## src/rtl/silu_pwl_table_loader_pkg.sv

```systemverilog
// silu_pwl_pkg: widths, error codes and loader states shared by
// the SiLU PWL table loader, its table bank and its config interface.
package silu_pwl_pkg;

    localparam int DATA_W   = 16;
    localparam int FRAC_W   = 9;
    localparam int NSEG_MAX = 66;
    localparam int IDX_W    = 7;

    typedef enum logic [1:0] {
        ERR_NONE      = 2'd0,
        ERR_BAD_COUNT = 2'd1,
        ERR_LENGTH    = 2'd2,
        ERR_ORDER     = 2'd3
    } err_code_e;

    typedef enum logic [2:0] {
        ST_IDLE,
        ST_BP,
        ST_BIAS,
        ST_COMMIT,
        ST_DRAIN
    } ld_state_e;

endpackage

```

## src/rtl/silu_pwl_table_loader_if.sv

```systemverilog
// Config stream handshake: cfg_valid/cfg_ready with data and frame end.
// master drives valid/data/last, slave (the loader) drives ready.
interface silu_pwl_table_loader_if;
    import silu_pwl_pkg::*;

    logic              cfg_valid;
    logic              cfg_ready;
    logic [DATA_W-1:0] cfg_data;
    logic              cfg_last;

    modport master (
        output cfg_valid,
        output cfg_data,
        output cfg_last,
        input  cfg_ready
    );

    modport slave (
        input  cfg_valid,
        input  cfg_data,
        input  cfg_last,
        output cfg_ready
    );

endinterface

```

## src/rtl/silu_pwl_table_loader_bank.sv

```systemverilog
// pwl_table_bank: two banks of (bp, bias) entries. Writes go to the
// shadow bank (~bank_sel); registered reads come from the active bank.
// Ports: clk, rst, bank_sel, we_bp/we_bias/wr_idx/wr_data (write),
// rd_idx/rd_zero (lookup, rd_zero forces 0), rd_bp/rd_bias (1-cycle).
module pwl_table_bank
    import silu_pwl_pkg::*;
(
    input  logic              clk,
    input  logic              rst,
    input  logic              bank_sel,
    input  logic              we_bp,
    input  logic              we_bias,
    input  logic [IDX_W-1:0]  wr_idx,
    input  logic [DATA_W-1:0] wr_data,
    input  logic [IDX_W-1:0]  rd_idx,
    input  logic              rd_zero,
    output logic [DATA_W-1:0] rd_bp,
    output logic [DATA_W-1:0] rd_bias
);

    logic [DATA_W-1:0] bp_mem   [2][NSEG_MAX];
    logic [DATA_W-1:0] bias_mem [2][NSEG_MAX];
    logic              shadow;

    assign shadow = ~bank_sel;

    // Storage is deliberately not reset.
    always_ff @(posedge clk) begin
        if (we_bp)
            bp_mem[shadow][wr_idx] <= wr_data;
        if (we_bias)
            bias_mem[shadow][wr_idx] <= wr_data;
    end

    always_ff @(posedge clk) begin
        if (rst) begin
            rd_bp   <= '0;
            rd_bias <= '0;
        end else if (rd_zero) begin
            rd_bp   <= '0;
            rd_bias <= '0;
        end else begin
            rd_bp   <= bp_mem[bank_sel][rd_idx];
            rd_bias <= bias_mem[bank_sel][rd_idx];
        end
    end

endmodule

```

## src/rtl/silu_pwl_table_loader.sv

```systemverilog
// silu_pwl_table_loader: checks a framed (N, bp/bias pairs) stream,
// fills the shadow bank and swaps it live on a clean frame.
// Ports: clk, rst, cfg (slave handshake), rd_idx -> rd_bp/rd_bias,
// seg_count, table_ok, load_done/load_err pulses, err_code.
module silu_pwl_table_loader
    import silu_pwl_pkg::*;
(
    input  logic              clk,
    input  logic              rst,
    silu_pwl_table_loader_if.slave cfg,
    input  logic [IDX_W-1:0]  rd_idx,
    output logic [DATA_W-1:0] rd_bp,
    output logic [DATA_W-1:0] rd_bias,
    output logic [IDX_W-1:0]  seg_count,
    output logic              table_ok,
    output logic              load_done,
    output logic              load_err,
    output logic [1:0]        err_code
);

    ld_state_e         state, state_nx;
    err_code_e         err_q, err_nx;
    logic              err_hit;
    logic [IDX_W-1:0]  k, n;
    logic [IDX_W-1:0]  hdr_n;
    logic [DATA_W-1:0] prev_bp;
    logic              bank_sel;
    logic              acc, hdr_bad, last_pair, ord_bad;
    logic              we_bp, we_bias, rd_zero;

    assign acc       = cfg.cfg_valid & cfg.cfg_ready;
    assign hdr_n     = cfg.cfg_data[IDX_W-1:0];
    assign hdr_bad   = (cfg.cfg_data[DATA_W-1:IDX_W] != '0)
                     || (hdr_n == '0)
                     || (hdr_n > IDX_W'(NSEG_MAX));
    assign last_pair = (k == n - IDX_W'(1));
    assign ord_bad   = (k != '0)
                     && ($signed(cfg.cfg_data) <= $signed(prev_bp));
    assign rd_zero   = !table_ok || (rd_idx >= seg_count);
    assign err_code  = err_q;

    always_ff @(posedge clk) begin
        if (rst)
            state <= ST_IDLE;
        else
            state <= state_nx;
    end

    // An error on a word that also carries cfg_last ends the
    // frame right there, so DRAIN is skipped.
    always_comb begin
        state_nx = state;
        err_nx   = ERR_NONE;
        err_hit  = 1'b0;
        unique case (state)
            ST_IDLE: if (acc) begin
                if (hdr_bad) begin
                    err_hit  = 1'b1;
                    err_nx   = ERR_BAD_COUNT;
                    state_nx = cfg.cfg_last ? ST_IDLE : ST_DRAIN;
                end else if (cfg.cfg_last) begin
                    err_hit  = 1'b1;
                    err_nx   = ERR_LENGTH;
                    state_nx = ST_IDLE;
                end else begin
                    state_nx = ST_BP;
                end
            end
            ST_BP: if (acc) begin
                if (cfg.cfg_last) begin
                    err_hit  = 1'b1;
                    err_nx   = ERR_LENGTH;
                    state_nx = ST_IDLE;
                end else if (ord_bad) begin
                    err_hit  = 1'b1;
                    err_nx   = ERR_ORDER;
                    state_nx = ST_DRAIN;
                end else begin
                    state_nx = ST_BIAS;
                end
            end
            ST_BIAS: if (acc) begin
                if (last_pair && cfg.cfg_last) begin
                    state_nx = ST_COMMIT;
                end else if (last_pair || cfg.cfg_last) begin
                    err_hit  = 1'b1;
                    err_nx   = ERR_LENGTH;
                    state_nx = cfg.cfg_last ? ST_IDLE : ST_DRAIN;
                end else begin
                    state_nx = ST_BP;
                end
            end
            ST_COMMIT: state_nx = ST_IDLE;
            ST_DRAIN: if (acc && cfg.cfg_last)
                state_nx = ST_IDLE;
            default: state_nx = ST_IDLE;
        endcase
    end

    // Ready is high in BP/BIAS, so valid alone qualifies writes.
    always_comb begin
        cfg.cfg_ready = 1'b1;
        load_done     = 1'b0;
        we_bp         = 1'b0;
        we_bias       = 1'b0;
        unique case (1'b1)
            state == ST_COMMIT: begin
                cfg.cfg_ready = 1'b0;
                load_done     = 1'b1;
            end
            state == ST_BP:   we_bp   = cfg.cfg_valid;
            state == ST_BIAS: we_bias = cfg.cfg_valid;
            default: ;
        endcase
    end

    always_ff @(posedge clk) begin
        if (rst) begin
            k         <= '0;
            n         <= '0;
            prev_bp   <= '0;
            err_q     <= ERR_NONE;
            load_err  <= 1'b0;
            bank_sel  <= 1'b0;
            seg_count <= '0;
            table_ok  <= 1'b0;
        end else begin
            load_err <= (err_hit && cfg.cfg_last)
                     || (state == ST_DRAIN && acc && cfg.cfg_last);
            if (state == ST_IDLE && acc) begin
                err_q <= ERR_NONE;
                n     <= hdr_n;
                k     <= '0;
            end
            if (err_hit)
                err_q <= err_nx;
            if (we_bp)
                prev_bp <= cfg.cfg_data;
            if (we_bias && !last_pair)
                k <= k + IDX_W'(1);
            if (state == ST_COMMIT) begin
                bank_sel  <= ~bank_sel;
                seg_count <= n;
                table_ok  <= 1'b1;
            end
        end
    end

    pwl_table_bank u_bank (
        .clk     (clk),
        .rst     (rst),
        .bank_sel(bank_sel),
        .we_bp   (we_bp),
        .we_bias (we_bias),
        .wr_idx  (k),
        .wr_data (cfg.cfg_data),
        .rd_idx  (rd_idx),
        .rd_zero (rd_zero),
        .rd_bp   (rd_bp),
        .rd_bias (rd_bias)
    );

endmodule

```

## src/flat_wrapper.sv

```systemverilog
// flat-port wrapper written by rule: the top's interface ports become plain ports
module silu_pwl_table_loader_flat import silu_pwl_pkg::*;
  (clk, rst, rd_idx, rd_bp, rd_bias, seg_count, table_ok, load_done, load_err, err_code, cfg_cfg_valid, cfg_cfg_data, cfg_cfg_last, cfg_cfg_ready);
  silu_pwl_table_loader_if cfg_i ();
  input  logic clk;
  input  logic rst;
  input  logic [IDX_W-1:0] rd_idx;
  output logic [DATA_W-1:0] rd_bp;
  output logic [DATA_W-1:0] rd_bias;
  output logic [IDX_W-1:0] seg_count;
  output logic table_ok;
  output logic load_done;
  output logic load_err;
  output logic [1:0] err_code;
  input wire logic [$bits(cfg_i.cfg_valid)-1:0] cfg_cfg_valid;
  input wire logic [$bits(cfg_i.cfg_data)-1:0] cfg_cfg_data;
  input wire logic [$bits(cfg_i.cfg_last)-1:0] cfg_cfg_last;
  output wire logic [$bits(cfg_i.cfg_ready)-1:0] cfg_cfg_ready;
  assign cfg_i.cfg_valid = cfg_cfg_valid;
  assign cfg_i.cfg_data = cfg_cfg_data;
  assign cfg_i.cfg_last = cfg_cfg_last;
  assign cfg_cfg_ready = cfg_i.cfg_ready;
  silu_pwl_table_loader u_core (.clk(clk), .rst(rst), .cfg(cfg_i), .rd_idx(rd_idx), .rd_bp(rd_bp), .rd_bias(rd_bias), .seg_count(seg_count), .table_ok(table_ok), .load_done(load_done), .load_err(load_err), .err_code(err_code));
endmodule
```

## config.mk

```make
export PLATFORM = sky130hd
export DESIGN_NAME = silu_pwl_table_loader_flat
export DESIGN_NICKNAME = d
export VERILOG_FILES = /design/src/rtl/silu_pwl_table_loader_pkg.sv /design/src/rtl/silu_pwl_table_loader_if.sv /design/src/rtl/silu_pwl_table_loader_bank.sv /design/src/rtl/silu_pwl_table_loader.sv /design/src/flat_wrapper.sv
export SDC_FILE = /design/constraint.sdc
export NUM_CORES = 2
export LEC_CHECK = 0
export BUFFER_PORTS_ARGS = -buffer_cell sky130_fd_sc_hd__buf_2
export CAP_MARGIN = 20
export CORE_AREA = 2 2 820 822
export CTS_CLUSTER_DIAMETER = 50
export DETAILED_ROUTE_END_ITERATION = 7
export DIE_AREA = 0 0 822 824
export PLACE_DENSITY_LB_ADDON = 0.12
export SLEW_MARGIN = 15
export SYNTH_ARGS = -nofsm -noshare
export SYNTH_HDL_FRONTEND = slang
export SYNTH_MEMORY_MAX_BITS = 65536
export SYNTH_SLANG_ARGS = --single-unit
```

## constraint.sdc

```tcl
create_clock -name clk -period 4.3 [get_ports clk]
set_input_delay 0.86 -clock clk [delete_from_list [all_inputs] [get_ports clk]]
set_output_delay 0.86 -clock clk [all_outputs]
set_load 0.05 [all_outputs]
```

==> results.ini <==
[run_status]
outcome = complete, no violations

[worst_setup_path]
worstSetupStartpointType = flip-flop
path_max_fanout = 45
cp-end-kind = flip-flop
reg2reg_slack_ps = 270
crit_type = reg2reg
worst_ep_arrival_time_ps = 4950
critPathCapture = u_core.u_bank.rd_bp[10]
crit_required_ps = 5220
reg2reg_to = u_core.u_bank.rd_bp[10]
reg2regPathDepth = 10

[synth]
ys_types = 86
syn_nets = 7913
synth_common_cells = edfxtp_1 (4224), mux4_2 (901), mux2i_1 (418), nor2_1 (365), nand2_1 (321)
avgSynthCellArea_um2 = 21.2
yosysTopAreaCell = edfxtp_1
async_reset_ff_frac = 0
yosysTopAreaCellShare = 0.761
synth_edf_count = 4224
ys_warn_count = 0
synth_ff_type = edfxtp_1
synth-seq-cells = 4302
synth_cells = 7857
netlist_area_mm2 = 0.167
ys_top_cells_by_area = edfxtp_1 (76%), mux4_2 (12%), mux2i_1 (2.5%)
synth_seq_area_share = 0.770
yosysMostFrequentCell = edfxtp_1

[floorplanning]
die_x_um = 822
start_util = 0.249
rows = 301
ios = 72
coreArea_mm2 = 0.669
die_y_um = 824
die_area_mm2 = 0.677

[power_and_ir_drop]
sw_frac_of_total = 0.223
comb_power_share = 0.040
power_frac_seq = 0.484
p_clk_frac = 0.476
leakagePower_nw = 62.7
p_per_area_mw_per_mm2 = 469
ir_drop_v = 0.000371
power.internal_mw = 73.9
switchingPower_mw = 21.2

[cells_and_area]
n_fill_cell = 64910
area_delta_synth_final_pct = 21.5
layout-drive-gt1-share = 0.315
utilization = 0.303
nets = 8947
ff_latch_area_mm2 = 0.128
multi_input_area_mm2 = 0.0358

[sta]
fin_skew_ps = 29.5
slew_viol_final = 0
tightest_slew_ps = 1240
post-route-period-util = 0.937
setup_ws_ps = 270
fmax_mhz = 248
rsz0062_at_grt = no
maxSlewHeadroom = 0.167
hold_viol = 0
setup_viol = 0
min_period_ps = 4030

[global_route]
grt_pass1_vias = 88450
grt_pass1_wl_mm = 836
antenna_found_initial = 85
grt_util_all_layers = 0.181
grt-ovfl-total = 0
grt_max_degree = 153

[clocking]
cts_tree = yes
numCtsBuffers = 538
cts-root-buf = clkbuf_16
worstSkewPairLatency_ps = 1070
cts.clk_slew.worst_paths_ps = 60
cts_buffer_depth = 4
htree_levels = 6
cts.sinks = 4302

[drt]
wl_per_cell_um = 34.5
routed_wl_mm = 631
viasPerCell = 4.76
final_antenna_net_count = 0
vias = 87060
drc = 0
first_iter_violations = 10917
firstDrtPassIters = 6

[placement]
post-place-ws_ps = -343
gp_congestion = 0.789
dp_hpwl_mm = 401
io_buffer_count = 71

[hold_path]
worstHoldPathCells = 1
timing.hold.worst.class = in2reg

[flow_run]
maxCapViolations = 0

[layer usage]
layer / track usage / vias up / wire [um]
met2: 0.297 / 2980 / 299000
met1: 0.258 / 48363 / 285000
li1: - / 35072 / -
met4: 0.0362 / 4 / 13400
met3: 0.0238 / 641 / 34000
met5: 0 / - / 27
[layout make-up]
| type | instances | area share |
|---|---|---|
| diodes | 24 | 0.000296 |
| clock buffers | 653 | 0.0703 |
| clock inverters | 317 | 0.0166 |
| inverters | 41 | 0.000840 |
| multi-input cells | 3064 | 0.177 |
| flip-flops and latches | 4302 | 0.634 |
| well taps | 8938 | 0.0552 |
| repair buffers | 944 | 0.0462 |
[flip-flops by register name (all words and copies together) (netlist names), named ones only]
register,count
u_core.u_bank.bias_mem,2112
u_core.u_bank.bp_mem,2112
u_core.prev_bp,16
u_core.u_bank.rd_bias,16
u_core.u_bank.rd_bp,16
u_core.k,7
u_core.n,7
u_core.seg_count,7
u_core.state,3
u_core.err_code,2
u_core.bank_sel,1
u_core.load_err,1
u_core.table_ok,1
[cells in the final DEF, fill, tap and decap left out, drive strengths merged, types with 78 or more instances in the layout]
cell	n
a21oi	188
a22oi	112
buf	942
clkbuf	654
clkinv	176
dfxtp	78
edfxtp	4224
inv	90
mux2i	418
mux4	937
nand2	322
nor2	366
o21ai	91
[per-stage QoR]
step / cells / TNS [ps] / area [um^2] / hold WS (ps) / total power, mW
global placement: 17282 / -654 / 185000 / 445 / 50.8
CTS: 18258 / 0 / 203000 / 33.7 / 96.3
global route: 18261 / 0 / 203000 / 88.9 / 97.9
floorplan: 7857 / 0 / 167000 / 436 / 48.1
finish: 18283 / 0 / 203000 / 144 / 95.1
detailed placement: 17283 / -633 / 185000 / 449 / 50.8
[how the worst min path moves through the flow]
stage / to / start / slack, ps
2_1_floorplan: u_core.prev_bp[10] / u_core.prev_bp[10] / 440
3_3_place_gp: u_core.prev_bp[13] / u_core.prev_bp[13] / 450
3_5_place_dp: u_core.prev_bp[12] / u_core.prev_bp[12] / 450
4_1_cts: u_core.u_bank.bp_mem[0][153] / cfg_cfg_data[9] / 30
5_1_grt: u_core.u_bank.bp_mem[1][153] / cfg_cfg_data[9] / 90
6_report: u_core.u_bank.bp_mem[0][130] / cfg_cfg_data[2] / 140
[critical path, cell delays in order (launching register included)]
cell       delay, ps
dfxtp_4          510
buf_12           180
buf_12           190
buf_12           330
mux4_2           580
mux2i_1          420
o22ai_1          160
a2111oi_0        510
nor2_1            90
a21oi_1          560
a211oi_1         180
[power by group through the flow]
| stage | combinational [mW] | clock, mW | sequential, mW |
|---|---|---|---|
| 2_1_floorplan | 1.18 | 0 | 46.9 |
| 3_3_place_gp | 3.85 | 0 | 46.9 |
| 6_report | 3.83 | 45.2 | 46.0 |
| 4_1_cts | 3.91 | 46.3 | 46.0 |
| 5_1_grt | 3.98 | 47.9 | 46.0 |
| 3_5_place_dp | 3.90 | 0 | 46.9 |
[cell families (layout without fill, tap and decap cells)]
logic type               Yosys count  count (layout)  synth area share
AO/OA/AOI/OAI                    785             785            0.0327
buffers and inverters            491            1955            0.0192
flip-flops                      4302            4302             0.770
multiplexers                    1359            1359             0.153
other                              0              24                 0
AND/OR/NAND/NOR                  881             881            0.0225
adder cells (fa/ha/maj)           29              29           0.00218
XOR/XNOR                          10              10          0.000525
[what timing repair did]
action,CTS,global route
resized for setup,1,0
hold buffers,1,0
endpoints found under the hold margin,3,0
setup endpoints to repair,3,0
setup buffers,4,0
Note: power is estimated with default switching activity, not from simulation.
